[src/rtl/vec_lsu.sv]
// vec_lsu: vector load/store unit sequencing one request over NLANES DMEM word ports.
// Ports: req_* request, mem_* DMEM lanes, done_* completion, busy; option VLSU_MISALIGN_TRAP_EN.
module vec_lsu #(
  parameter int VLEN = 128,
  parameter int XLEN = 32,
  parameter int NLANES = 4,
  parameter int ADDR_WIDTH = 10
) (
  input  logic                           clk,
  input  logic                           rst,
  input  logic                           req_valid,
  output logic                           req_ready,
  input  logic                           req_store,
  input  logic [1:0]                     req_mode,
  input  logic [XLEN-1:0]                req_base,
  input  logic [XLEN-1:0]                req_stride,
  input  logic [VLEN-1:0]                req_index,
  input  logic [$clog2(VLEN/32):0]       req_vl,
  input  logic [VLEN/32-1:0]             req_mask,
  input  logic [VLEN-1:0]                req_data,
  output logic [NLANES-1:0]              mem_we,
  output logic [NLANES-1:0]              mem_re,
  output logic [NLANES*ADDR_WIDTH-1:0]   mem_addr,
  output logic [NLANES*32-1:0]           mem_wdata,
  input  logic [NLANES*32-1:0]           mem_rdata,
  output logic                           done_valid,
  input  logic                           done_ready,
  output logic [VLEN-1:0]                done_data,
  output logic                           done_err,
  output logic                           busy
);

  localparam int NELEM = VLEN / 32;
  localparam int EW = $clog2(NELEM);
  localparam int VW = EW + 1;

  typedef enum logic [1:0] {
    S_IDLE,
    S_ISSUE,
    S_WAIT,
    S_DONE
  } state_t;

  state_t              state;
  logic                storeReg;
  logic [1:0]          modeReg;
  logic [XLEN-1:0]     baseReg;
  logic [XLEN-1:0]     strideReg;
  logic [VLEN-1:0]     indexReg;
  logic [VW-1:0]       vlReg;
  logic [NELEM-1:0]    maskReg;
  logic [VLEN-1:0]     resultReg;
  logic [EW-1:0]       beatReg;
  logic [EW-1:0]       lastBeat;
  logic [EW-1:0]       pendBeat;
  logic [NLANES-1:0]   rdPend;
  logic                errReg;

  logic [VW-1:0]       vlClamp;
  logic [EW-1:0]       lastNext;
  logic [EW-1:0]       laneEl [NLANES];
  logic [EW-1:0]       pendEl [NLANES];
  logic [XLEN-1:0]     laneAddr [NLANES];
  logic [NLANES-1:0]   laneAct;
  logic                abort;
  logic                issueOn;
  logic                unusedHi;

  always_comb begin
    vlClamp = (req_vl > VW'(NELEM)) ? VW'(NELEM) : req_vl;
    lastNext = EW'((int'(vlClamp) + NLANES - 1) / NLANES - 1);
  end

  always_comb begin
    for (int l = 0; l < NLANES; l++) begin
      laneEl[l] = EW'(int'(beatReg) * NLANES + l);
      pendEl[l] = EW'(int'(pendBeat) * NLANES + l);
      unique case (modeReg)
        2'd1:    laneAddr[l] = baseReg + XLEN'(laneEl[l]) * strideReg;
        2'd2:    laneAddr[l] = baseReg + XLEN'(indexReg[32*laneEl[l] +: 32]);
        default: laneAddr[l] = baseReg + (XLEN'(laneEl[l]) << 2);
      endcase
      laneAct[l] = ({1'b0, laneEl[l]} < vlReg) && maskReg[laneEl[l]];
    end
  end

  assign issueOn = (state == S_ISSUE);

`ifdef VLSU_MISALIGN_TRAP_EN
  logic [NLANES-1:0] laneMis;
  always_comb begin
    for (int l = 0; l < NLANES; l++)
      laneMis[l] = laneAct[l] && (laneAddr[l][1:0] != 2'b00);
    abort = issueOn && (|laneMis);
  end
`else
  assign abort = 1'b0;
`endif

  always_comb begin
    mem_we = '0;
    mem_re = '0;
    mem_addr = '0;
    mem_wdata = '0;
    unusedHi = 1'b0;
    for (int l = 0; l < NLANES; l++) begin
      unusedHi = unusedHi ^ (^laneAddr[l][XLEN-1:ADDR_WIDTH]);
      if (issueOn) begin
        mem_addr[l*ADDR_WIDTH +: ADDR_WIDTH] = laneAddr[l][ADDR_WIDTH-1:0];
        mem_wdata[l*32 +: 32] = resultReg[32*laneEl[l] +: 32];
      end
    end
    if (issueOn && !abort) begin
      if (storeReg) mem_we = laneAct;
      else          mem_re = laneAct;
    end
  end

  always_ff @(posedge clk) begin
    if (rst) begin
      state     <= S_IDLE;
      storeReg  <= 1'b0;
      modeReg   <= '0;
      baseReg   <= '0;
      strideReg <= '0;
      indexReg  <= '0;
      vlReg     <= '0;
      maskReg   <= '0;
      resultReg <= '0;
      beatReg   <= '0;
      lastBeat  <= '0;
      pendBeat  <= '0;
      rdPend    <= '0;
      errReg    <= 1'b0;
    end else begin
      // load data arrives one cycle after its beat was issued
      for (int l = 0; l < NLANES; l++)
        if (rdPend[l])
          resultReg[32*pendEl[l] +: 32] <= mem_rdata[32*l +: 32];
      unique case (state)
        S_IDLE: begin
          if (req_valid) begin
            storeReg  <= req_store;
            modeReg   <= req_mode;
            baseReg   <= req_base;
            strideReg <= req_stride;
            indexReg  <= req_index;
            vlReg     <= vlClamp;
            maskReg   <= req_mask;
            resultReg <= req_data;
            beatReg   <= '0;
            lastBeat  <= lastNext;
            rdPend    <= '0;
            errReg    <= 1'b0;
            state     <= (vlClamp == '0) ? S_DONE : S_ISSUE;
          end
        end
        S_ISSUE: begin
          pendBeat <= beatReg;
          rdPend   <= (storeReg || abort) ? '0 : laneAct;
          if (abort) begin
            errReg <= 1'b1;
            state  <= storeReg ? S_DONE : S_WAIT;
          end else if (beatReg == lastBeat) begin
            state  <= storeReg ? S_DONE : S_WAIT;
          end else begin
            beatReg <= beatReg + EW'(1);
          end
        end
        S_WAIT: begin
          rdPend <= '0;
          state  <= S_DONE;
        end
        S_DONE: begin
          if (done_ready) state <= S_IDLE;
        end
      endcase
    end
  end

  assign req_ready  = (state == S_IDLE);
  assign busy       = (state != S_IDLE);
  assign done_valid = (state == S_DONE);
  assign done_data  = resultReg;
  assign done_err   = errReg;

endmodule
[config.mk]
export PLATFORM = sky130hd
export DESIGN_NAME = vec_lsu
export DESIGN_NICKNAME = d
export VERILOG_FILES = /design/src/rtl/vec_lsu.sv
export SDC_FILE = /design/constraint.sdc
export NUM_CORES = 1
export LEC_CHECK = 0
export ABC_AREA = 1
export BUFFER_PORTS_ARGS = -buffer_cell sky130_fd_sc_hd__buf_2
export CELL_PAD_IN_SITES_DETAIL_PLACEMENT = 2
export CELL_PAD_IN_SITES_GLOBAL_PLACEMENT = 2
export CORE_AREA = 2 2 299 301
export DETAILED_ROUTE_END_ITERATION = 8
export DIE_AREA = 0 0 301 303
export GPL_ROUTABILITY_DRIVEN = 0
export GPL_TIMING_DRIVEN = 1
export PLACE_DENSITY = 0.69
export SLEW_MARGIN = 20
export SYNTH_ARGS = -nofsm -noshare
export SYNTH_HDL_FRONTEND = slang
export SYNTH_SLANG_ARGS = --single-unit
export TNS_END_PERCENT = 100
[constraint.sdc]
create_clock -name clk -period 3 [get_ports clk]
set_input_delay 0.15 -clock clk [delete_from_list [all_inputs] [get_ports clk]]
set_output_delay 0.15 -clock clk [all_outputs]
set_load 0.05 [all_outputs]
Word level (Yosys, flattened, before mapping)
Cells that the tools add are included.
{ "word_totals": {"regBits": 318, "input_bits": 462, "out_inout_bits": 308, "wordCells": 130} }
{ "op_classes": {"n_addsub": 24, "mul": 3, "n_lt_le_gt_ge": 8, "eq_ne": 10, "n_shift": 12, "mux": 46, "bitwise_logic": 1, "reduce_logical": 14} }
{ "op_table": {"columns": ["op", "count"], "rows": [
  ["$mux W128", 8],
  ["$bwmux W128", 3],
  ["$shift A32 B34 Y128 const A", 3],
  ["$shiftx A128 B8 Y10", 3],
  ["$shiftx A128 B8 Y32", 3],
  ["$shiftx A32 B34 Y128", 3],
  ["$mux W32", 5],
  ["$neg A7 Y34", 3],
  ["$mul A2 B32 Y10", 3],
  ["$add A10 B10 Y10", 7],
  ["$pmux W10 S2", 3],
  ["$mux W10", 5],
  ["$add A10 B4 Y10", 3],
  ["$mux W4", 5],
  ["$mux W2", 6],
  ["$pmux W4 S3", 1],
  ["$lt A2 B3 Y1", 3],
  ["$lt A2 B3 Y1 const B", 3],
  ["$add A1 B1 Y2 const AB", 4],
  ["$pmux W2 S4", 1],
  ["$bmux W1 S2", 3],
  ["$eq A2 B2 Y1 const B", 3],
  ["$reduce_and A3 Y1", 2],
  ["$sub A4 B1 Y5 const B", 1],
  ["other kinds (22)", 34]
]} }

Logic depth before layout (Yosys ltp)
Gate-level depths: netlist (run 1).
{ "depth": {"depth_word": 13, "ltp_mapped": 15, "depth_no_buf": 15} }

Worst setup path before layout (run 1)
No wires, ideal clock.
{ "synth_timing": {"kind": "reg-to-output", "startpoint": "register baseReg[1]", "endpoint": "output port mem_addr[35]", "arrival_ps": 3001, "required_ps": 2850, "setup_slack_ps": -151, "stages_incl_launch_ff": 10, "n_path_buf": 0, "cell_sequence": "dfxtp_1 > fa_1 > ha_1 > inv_1 > fa_1 > inv_1 > nand3_1 > nand2_1 > o21ai_0 > a211oi_1"} }
{ "synth_via": {"elab_chain_len": 3, "elab_cells_between_ends": 5, "cone_classes": "add/sub (3); mux (2)"} }
{ "synth_lines": {"columns": ["item", "line", "text"], "rows": [
  ["start: declaration", "47", "logic [XLEN-1:0] baseReg;"],
  ["start signal: assignment", "145", "baseReg <= req_base;"],
  ["$add A10 B4 Y10, or another cell as far along", "81", "default: laneAddr[l] = baseReg + (XLEN'(laneEl[l]) << 2);"],
  ["$pmux W10 S2 (*)", "78", "unique case (modeReg)"],
  ["$mux W10 (*)", "108", "if (issueOn) begin"],
  ["end: declaration", "23", "output logic [NLANES*ADDR_WIDTH-1:0] mem_addr,"]
]} }
Every way passes the cells marked *; elsewhere a longest branch is shown, timed or not.

Worst setup path after layout (run 1)
{ "layout_timing": {"startpoint": "register strideReg[0]", "endpoint": "output port mem_addr[37]"} }
{ "layout_via": {"elab_chain_len": 4} }
{ "layout_lines": {"columns": ["item", "line", "text"], "rows": [
  ["start: declaration", "48", "logic [XLEN-1:0] strideReg;"],
  ["start signal: assignment", "146", "strideReg <= req_stride;"],
  ["$mul A2 B32 Y10", "79", "2'd1: laneAddr[l] = baseReg + XLEN'(laneEl[l]) * strideReg;"],
  ["$add A10 B10 Y10", "79", null],
  ["$pmux W10 S2", "78", null],
  ["$mux W10", "108", null]
]} }
No other way between the ends.

==> impl_metrics.csv, run 1 <==
group,metric,value,unit
status,outcome,"finished with violations",
status,violations,"negative setup slack",
cts,cts_max_level,4,
sta,rsz0062_at_grt,"yes",
die,num_rows,109,
sta,slew-limit-headroom,36.3,%
global_route,grt.overflow.total,0,
critical_path,slowest_stage,"fa_1",
power,power_density,886,nW/um^2
synthesis,ys_top_cells_by_area,"dfxtp_1 31%, nand2_1 16%, o21ai_0 9.1%",
sta,setup_violations,3,
detailed_routing,routed_via_density,4.26,
detailed_routing,wire_per_inst,19.7,um
critical_path,crit_arrival,2.94,ns
cts,clk_pin_slew_worst_paths,0.09,ns
critical_path,cp-startpoint,"strideReg[0]",
finish,drive_gt1_share,27.8,%
detailed_routing,drc,0,
global_route,grt.met2_usage,30.3,%
synthesis,yosys_warnings,0,
die,die_height,303,um
sta,period_needed,3.09,ns
flow_run,drv_cap,0,
global_route,antenna_found_initial,29,
cts,clk_latency,0.53,ns
critical_path,crit_top_cell,"inv_2",
detailed_routing,postRouteAntennaNets,0,
finish,fin_area,21500,sq um
place,pre_cts_ws,0.158,ns
critical_path,cp.required,2.85,ns
finish,fin_nets,3394,
synthesis,ys_seq_area_share,30.8,%
global_route,grt-busiest-layer,"met2",
critical_path,rr_startpoint,"state[0]",
global_route,grt_pass1_wl,116000,um
synthesis,syn_avg_cell_area,6.50,sq um
global_route,gr-usage-all-layers,16.9,%
sta,hold_viol_final,0,
synthesis,ys_types,37,
global_route,grt_pass1_vias,18710,
synthesis,synth_compound_area_share,21.2,%
die,coreArea,88000,sq um
sta,worst_slew_pin_slew,0.946,ns
critical_path,critical_path_class,"reg2out",
finish,layout_common_cells,"568 x buf_2, 529 x nand2_1, 304 x dlygate4sd3_1",
detailed_routing,vias,17199,
critical_path,cp-start-kind,"register",
synthesis,synthAdderAreaFrac,9.77,%
sta,worst_slack,-0.0918,ns
die,die_area,91200,sq um
detailed_routing,detail_route.first_pass.iterations,5,
critical_path,cpPeakStageDelay,0.54,ns
finish,final_common_cell,"buf_2",
sta,fin_skew,0.0331,ns
critical_path,crit_path_end_kind,"primary output",
sta,slew_viol_final,0,
finish,syn_to_final_growth,67.4,%
cts,clock_path_buffers,2,
synthesis,syn_inst,1977,
power,finalPower,0.0191,W
cts,clock_sinks,198,
synthesis,synth_xor_area_share,1.09,%
global_route,grt_max_degree,127,
global_route,grt.met3_usage,3.21,%
detailed_routing,first_iter_violations,721,
synthesis,synthSimpleGateAreaFrac,24.9,%
synthesis,syn-cell-area,12900,sq um
synthesis,muxShareOfSynthArea,0,%
sta,period_share,103,%
synthesis,ys_ff_latch,198,
die,fp.dieW,301,um
cts,clockRootBuffer,"clkbuf_16",
place,dp_hpwl,57700,um
synthesis,synth_top_family_by_area,"simple AND/OR/NAND/NOR gates",
min_path,hp-start,"req_data[60]",
power,p_leak,11.0,nW
place,port-buffer-count,594,
cts,cts_tree,"built",
synthesis,synth_top_area_cell,"dfxtp_1",
sta,tns,-0.250,ns
critical_path,crit_chain,"fa_1, ha_2, inv_2, fa_2, inv_2, nand3_4, nand2_4, nand3_2, nand2_2, nor2_1, nand3b_1, a21oi_2, buf_6",
finish,fillers,10551,
min_path,hold_class,"in2reg",
die,initial_core_util,14.6,%
place,post_dp_cell_area,17100,sq um
global_route,use_met1,19.5,%
synthesis,synth_top_area_share,30.8,%
sta,fmax,323,MHz
detailed_routing,drt_wl_total,79800,um
power,vdd_drop_max,0.495,mV
die,num_io_pins,770,
critical_path,cp_max_fo,3,
cts,cts_buffers,17,
layout make-up:
| type | instances | area (sq um) | share of cell area, % |
|---|---|---|---|
| multi-input cells | 1439 | 7830 | 36.4 |
| repair buffers | 964 | 6730 | 31.3 |
| flip-flops and latches | 198 | 4010 | 18.6 |
| well taps | 1165 | 1460 | 6.77 |
| inverters | 220 | 835 | 3.88 |
| clock buffers | 17 | 425 | 1.98 |
| clock inverters | 15 | 181 | 0.843 |
| diodes | 23 | 57.6 | 0.267 |
through the flow:
stage	hold WS, ns	utilization (%)	std cells
2_1_floorplan	0.310	-	2009
6_report	0.0276	24.5	4041
4_1_cts	0.000459	24.0	4005
3_3_place_gp	0.412	19.5	3664
3_5_place_dp	0.415	19.5	3664
5_1_grt	0.0505	24.5	4038
critical path, delay by kind of cell, from the launching register on:
kind	cells	cell delay (ns)
buf+inv	3	0.31
simple gates	6	0.51
fa+ha+maj	3	1.07
flops	1	0.35
compound gates	1	0.20
cell usage after synthesis:
master / instances
a21oi_1: 114
buf_2: 30
or2_2: 6
o31ai_1: 3
nor2_1: 141
a211oi_1: 3
a221oi_1: 2
o21ai_0: 234
dfxtp_1: 198
nand2_1: 540
buf_1: 3
nand2_2: 2
o211ai_1: 1
o21a_1: 3
a21o_1: 5
inv_2: 2
clkinv_1: 3
nor3_1: 3
xnor2_1: 8
buf_6: 1
nor3_4: 1
nand2b_1: 1
o21ai_1: 2
o21bai_1: 3
nand3b_1: 7
nand3_1: 80
nand4_1: 15
inv_1: 215
a21boi_0: 2
clkbuf_1: 84
ha_1: 78
and3_1: 1
xor2_1: 8
conb_1: 1
buf_4: 34
fa_1: 14
a31oi_1: 129
state kept, by name, indices dropped and copies added, names as in the netlist, 2 cells and up:
signal and count:
rdPend 4, state 2, indexReg 30, beatReg 2, maskReg 4, lastBeat 2
baseReg 10, modeReg 2, strideReg 10, vlReg 3, done_data 128
metal layers:
layer  part of all wire (%)  up-vias
met5                  0.016        -
met4                    3.1        2
met3                    4.8      102
met2                     51      506
met1                     41     8413
li1                       -     8176
logic make-up (layout without fill, tap and decap cells):
| kind of cell | after synthesis | count (layout) |
|---|---|---|
| AOI/OAI and AO/OA | 501 | 501 |
| xor gates and xnor gates | 16 | 16 |
| buffers and inverters | 372 | 1216 |
| DFF | 198 | 198 |
| and+or+nand+nor | 797 | 797 |
| adders and majority gates | 92 | 92 |
| other | 1 | 56 |
worst paths after layout:
kind,endpoint,slack [ns],cells past startpoint
hold reg to reg,lastBeat[0],0.49,2
hold / removal,done_data[60],0.03,3
setup / recovery,mem_addr[37],-0.09,13
setup reg to reg,done_data[10],0.32,7
repair_timing:
item                                    4_1_cts  5_1_grt
hold buffers                                304        0
buffers inserted                              5       13
gates resized for setup                      87       77
pin swaps                                    10       21
endpoints found under the hold margin       186        0
endpoints found under the setup margin       29       24
power breakdown:
part	total, W	internal, W	switching (W)
clock network	0.00255	0.00113	0.00142
logic	0.0123	0.00386	0.00844
registers	0.00423	0.00342	0.000808
total	0.0191	0.00841	0.0107
Power figures use the tool's default switching activity.
==> run 2: changes to the inputs <==
--- a/config.mk
+++ b/config.mk
@@ -15,6 +15,7 @@
 export GPL_ROUTABILITY_DRIVEN = 0
 export GPL_TIMING_DRIVEN = 1
 export PLACE_DENSITY = 0.69
+export RECOVER_POWER = 50
 export SLEW_MARGIN = 20
 export SYNTH_ARGS = -nofsm -noshare
 export SYNTH_HDL_FRONTEND = slang
==> impl_metrics.csv, run 2 (synthesis results as in run 1) <==
group,metric,value,unit
place,dp_hpwl,57700,um
die,fp.dieW,301,um
die,die_height,303,um
sta,rsz0062_at_grt,"yes",
die,num_rows,109,
cts,clock_sinks,198,
global_route,antenna_found_initial,29,
detailed_routing,vias,17202,
min_path,hold_class,"in2reg",
sta,slew-limit-headroom,36.3,%
finish,final_common_cell,"nand2_1",
place,post_dp_cell_area,17100,sq um
sta,period_share,103,%
cts,cts_buffers,17,
global_route,grt_max_degree,127,
global_route,gr-usage-all-layers,16.9,%
finish,drive_gt1_share,23.1,%
detailed_routing,first_iter_violations,755,
cts,clock_path_buffers,2,
cts,cts_tree,"built",
cts,clockRootBuffer,"clkbuf_16",
detailed_routing,drt_wl_total,79800,um
global_route,grt_pass1_wl,116000,um
detailed_routing,drc,0,
sta,tns,-0.228,ns
power,vdd_drop_max,0.499,mV
critical_path,cp_max_fo,3,
sta,fmax,324,MHz
sta,slew_viol_final,0,
detailed_routing,wire_per_inst,19.7,um
min_path,hp-start,"req_data[60]",
critical_path,cp.required,2.85,ns
global_route,grt.overflow.total,0,
power,p_leak,10.5,nW
cts,clk_pin_slew_worst_paths,0.10,ns
power,finalPower,0.0189,W
sta,hold_viol_final,0,
finish,largest_reg_flops,128,
finish,layout_common_cells,"529 x nand2_1, 438 x buf_2, 304 x dlygate4sd3_1",
global_route,grt_pass1_vias,18710,
critical_path,cp-startpoint,"strideReg[0]",
finish,syn_to_final_growth,65.9,%
die,num_io_pins,770,
finish,multiInputGateArea,7810,sq um
place,port-buffer-count,594,
detailed_routing,postRouteAntennaNets,0,
sta,worst_slew_pin_slew,0.945,ns
critical_path,critical_path_class,"reg2out",
sta,hold_ws,0.0268,ns
die,coreArea,88000,sq um
flow_run,drv_cap,0,
critical_path,rr_startpoint,"state[0]",
power,power_density,887,nW/um^2
finish,regArea,4010,sq um
die,die_area,91200,sq um
sta,fin_skew,0.0332,ns
detailed_routing,routed_via_density,4.26,
sta,worst_slack,-0.0874,ns
detailed_routing,detail_route.first_pass.iterations,5,
critical_path,cp-start-kind,"register",
die,initial_core_util,14.6,%
status,violations,"negative setup slack",
finish,fin_nets,3394,
finish,fin_area,21300,sq um
critical_path,crit_path_end_kind,"primary output",
critical_path,crit_arrival,2.94,ns
place,pre_cts_ws,0.158,ns
finish,fillers,10627,
cts,clk_latency,0.53,ns
sta,setup_violations,3,
cts,cts_max_level,4,
sta,period_needed,3.09,ns
status,outcome,"finished with violations",
## run 2: cell count changes in the layout (fill, tap and decap cells not counted)
cell      before  now
buf_4         67   66
clkbuf_2       0    1
ha_1          60   61
buf_2        568  438
buf_12         7    6
diode_2       23   22
ha_4          12   11
clkbuf_1       0  131
## run 2: worst max-delay path, stage by stage, from the launching register on
cell and delay (ns):
dfxtp_4 0.35, fa_1 0.54, ha_2 0.20, inv_2 0.04
fa_2 0.33, inv_2 0.09, nand3_4 0.07, nand2_4 0.09
nand4_1 0.11, nand3_1 0.12, nand3_1 0.09, a21oi_2 0.23
buf_6 0.19
## run 2: report_power, final
| group | leakage (nW) | internal (W) | total (W) | switching, W |
|---|---|---|---|---|
| clock | 0.287 | 0.00113 | 0.00255 | 0.00142 |
| combinational | 8.56 | 0.00369 | 0.0121 | 0.00843 |
| sequential | 1.65 | 0.00342 | 0.00424 | 0.000820 |
## run 2: per-layer routing
metal | track usage (%) | wire length (um)
met5 | 0 | 12
met4 | 7.08 | 2540
met3 | 3.21 | 3610
met2 | 30.3 | 40900
met1 | 19.5 | 32700
## run 2: final cells by class
| type | instances | share of cell area (%) |
|---|---|---|
| Sequential cell | 198 | 18.8 |
| Tap cell | 1165 | 6.84 |
| Clock inverter | 15 | 0.851 |
| Timing Repair Buffer | 964 | 30.7 |
| Antenna cell | 22 | 0.258 |
| Inverter | 220 | 3.91 |
| Multi-Input combinational cell | 1439 | 36.6 |
| Clock buffer | 17 | 1.99 |
## run 2: stage by stage
stage               util, %  cells
floorplan                 -   2009
global placement       19.5   3664
detailed placement     19.5   3664
CTS                    24.0   4005
global route           24.2   4038
finish                 24.2   4040
## run 2: timing repair
| action | in CTS | in global routing |
|---|---|---|
| pin swaps | 10 | 21 |
| cloned | 0 | 0 |
| buffers inserted | 5 | 13 |
| setup endpoints to repair | 29 | 24 |
| resized for setup | 87 | 77 |
| hold buffers | 304 | 0 |
| endpoints found under the hold margin | 186 | 0 |
## run 2: worst paths after layout
kind,to,slack [ns],cells past startpoint
worst max-delay path,mem_addr[39],-0.09,12
worst min-delay path,done_data[60],0.03,3
worst max register to register,vlReg[2],0.34,8
worst min register to register,maskReg[2],0.49,2
==> run 3: changes to the inputs <==
==> constraint.sdc (replaced) <==
create_clock -name clk -period 3 [get_ports clk]
set_input_delay 0.45 -clock clk [delete_from_list [all_inputs] [get_ports clk]]
set_output_delay 0.45 -clock clk [all_outputs]
set_load 0.05 [all_outputs]
==> impl_metrics.csv, run 3 (synthesis results as in run 1) <==
group,metric,value,unit
cts,clock_path_buffers,2,
flow_run,drv_cap,0,
detailed_routing,vias,16226,
die,num_io_pins,770,
detailed_routing,postRouteAntennaNets,0,
critical_path,rr_startpoint,"state[0]",
finish,fillers,10638,
place,port-buffer-count,594,
sta,slew_viol_final,0,
finish,syn_to_final_growth,55.1,%
die,die_height,303,um
critical_path,critical_path_class,"reg2out",
sta,hold_viol_final,0,
sta,setup_violations,37,
critical_path,crit_chain,"fa_1, ha_2, inv_2, fa_2, inv_2, nand3_2, nand2_4, nand3_2, nand2_2, nor2_1, nand3b_1, a21oi_4, buf_8",
sta,slew-limit-headroom,39.4,%
critical_path,slowest_stage,"fa_1",
detailed_routing,detail_route.first_pass.iterations,5,
global_route,gr-usage-all-layers,16.3,%
sta,period_share,116,%
place,pre_cts_ws,-0.0578,ns
sta,rsz0062_at_grt,"yes",
detailed_routing,routed_via_density,4.30,
power,vdd_drop_max,0.502,mV
detailed_routing,drt_wl_total,79800,um
sta,period_needed,3.48,ns
die,initial_core_util,14.6,%
power,cellInternalPower,0.00839,W
global_route,antenna_found_initial,30,
power,power_density,988,nW/um^2
detailed_routing,wire_per_inst,21.1,um
sta,hold_ws,0.170,ns
critical_path,crit_path_end_kind,"primary output",
power,clockPowerShare,13.2,%
global_route,grt_max_degree,112,
finish,drive_gt1_share,33.4,%
status,violations,"negative setup slack",
power,p_comb_share,65.2,%
critical_path,crit_arrival,3.03,ns
finish,regArea,4020,sq um
sta,worst_slew_pin_slew,0.909,ns
finish,instances_no_fill,3776,
global_route,grt_pass1_vias,17104,
cts,clock_sinks,198,
die,num_rows,109,
cts,cts_max_level,4,
power,p_leak,9.39,nW
cts,cts_buffers,17,
min_path,hp-start,"mem_rdata[71]",
sta,fin_skew,0.0338,ns
finish,largest_reg_flops,128,
detailed_routing,drc,0,
sta,worst_slack,-0.477,ns
cts,clk_latency,0.54,ns
critical_path,cp_max_fo,3,
cts,clk_pin_slew_worst_paths,0.10,ns
finish,final_common_cell,"nand2_1",
die,fp.dieW,301,um
cts,cts_tree,"built",
place,dp_hpwl,59100,um
global_route,grt_pass1_wl,111000,um
place,dp_cells,3689,
min_path,hold_class,"in2reg",
critical_path,cpPeakStageDelay,0.55,ns
detailed_routing,first_iter_violations,822,
finish,layout_common_cells,"506 x nand2_1, 424 x buf_2, 212 x o21ai_0",
critical_path,cp-startpoint,"strideReg[0]",
power,seqPwrFrac,21.6,%
finish,fin_nets,3140,
finish,final_util,22.7,%
critical_path,cp.required,2.55,ns
power,finalPower,0.0197,W
power,net-switching-power,0.0113,W
status,outcome,"finished with violations",
global_route,grt.overflow.total,0,
finish,multiInputGateArea,8850,sq um
sta,fmax,288,MHz
power,swShare,57.4,%
die,coreArea,88000,sq um
die,die_area,91200,sq um
cts,clockRootBuffer,"clkbuf_16",
critical_path,cp-start-kind,"register",
[run 3: repair_timing]
| item | 4_1_cts | 5_1_grt |
|---|---|---|
| setup buffers | 17 | 35 |
| endpoints found under the setup margin | 43 | 40 |
| hold buffers | 0 | 0 |
| gates cloned | 1 | 0 |
| pin swaps | 57 | 83 |
| resized for setup | 279 | 158 |
[run 3: final timing paths]
check,endpoint,depth (start not counted),slack (ns)
setup / recovery,mem_addr[37],13,-0.48
hold / removal,done_data[71],3,0.17
setup reg to reg,vlReg[2],8,0.06
hold reg to reg,maskReg[2],2,0.47
[run 3: final cells by class]
class | count | share of cell area [%]
inverter | 220 | 4.24
timing repair buffer | 710 | 20.6
antenna | 12 | 0.151
clock inverter | 15 | 0.985
multi-input combinational | 1439 | 44.4
sequential | 198 | 20.2
clock buffer | 17 | 2.13
tap | 1165 | 7.31
[run 3: metrics by stage]
| step | setup TNS, ns | cell area (sq um) |
|---|---|---|
| 2_1_floorplan | -0.0147 | 13000 |
| 3_3_place_gp | -0.0729 | 17400 |
| 3_5_place_dp | -0.0596 | 17400 |
| 4_1_cts | -5.03 | 19200 |
| 5_1_grt | -27.60 | 19900 |
| 6_report | -7.50 | 19900 |
[run 3: power by group through the flow]
stage / sequential, W / combinational [W] / clock [W]
finish: 0.00426 / 0.0129 / 0.00259
CTS: 0.00424 / 0.0120 / 0.00272
floorplan: 0.00570 / 0.00568 / 0
global placement: 0.00422 / 0.0106 / 0
detailed placement: 0.00423 / 0.0108 / 0
global route: 0.00437 / 0.0137 / 0.00279
[run 3: layer usage]
metal,track usage [%],up-vias,wire [um]
met5,0,-,21
met4,5.07,4,2220
met3,3.44,116,3970
met2,29.3,532,41400
met1,19.3,7922,32200
li1,-,7652,-
[run 3: worst max-delay path, delay by kind of cell, from the launching register on]
family                     cells  cell delay [ns]
AOI/OAI and AO/OA              1             0.19
DFF                            1             0.34
and+or+nand+nor                6             0.59
adders and majority gates      3             1.11
buffers and inverters          3             0.29
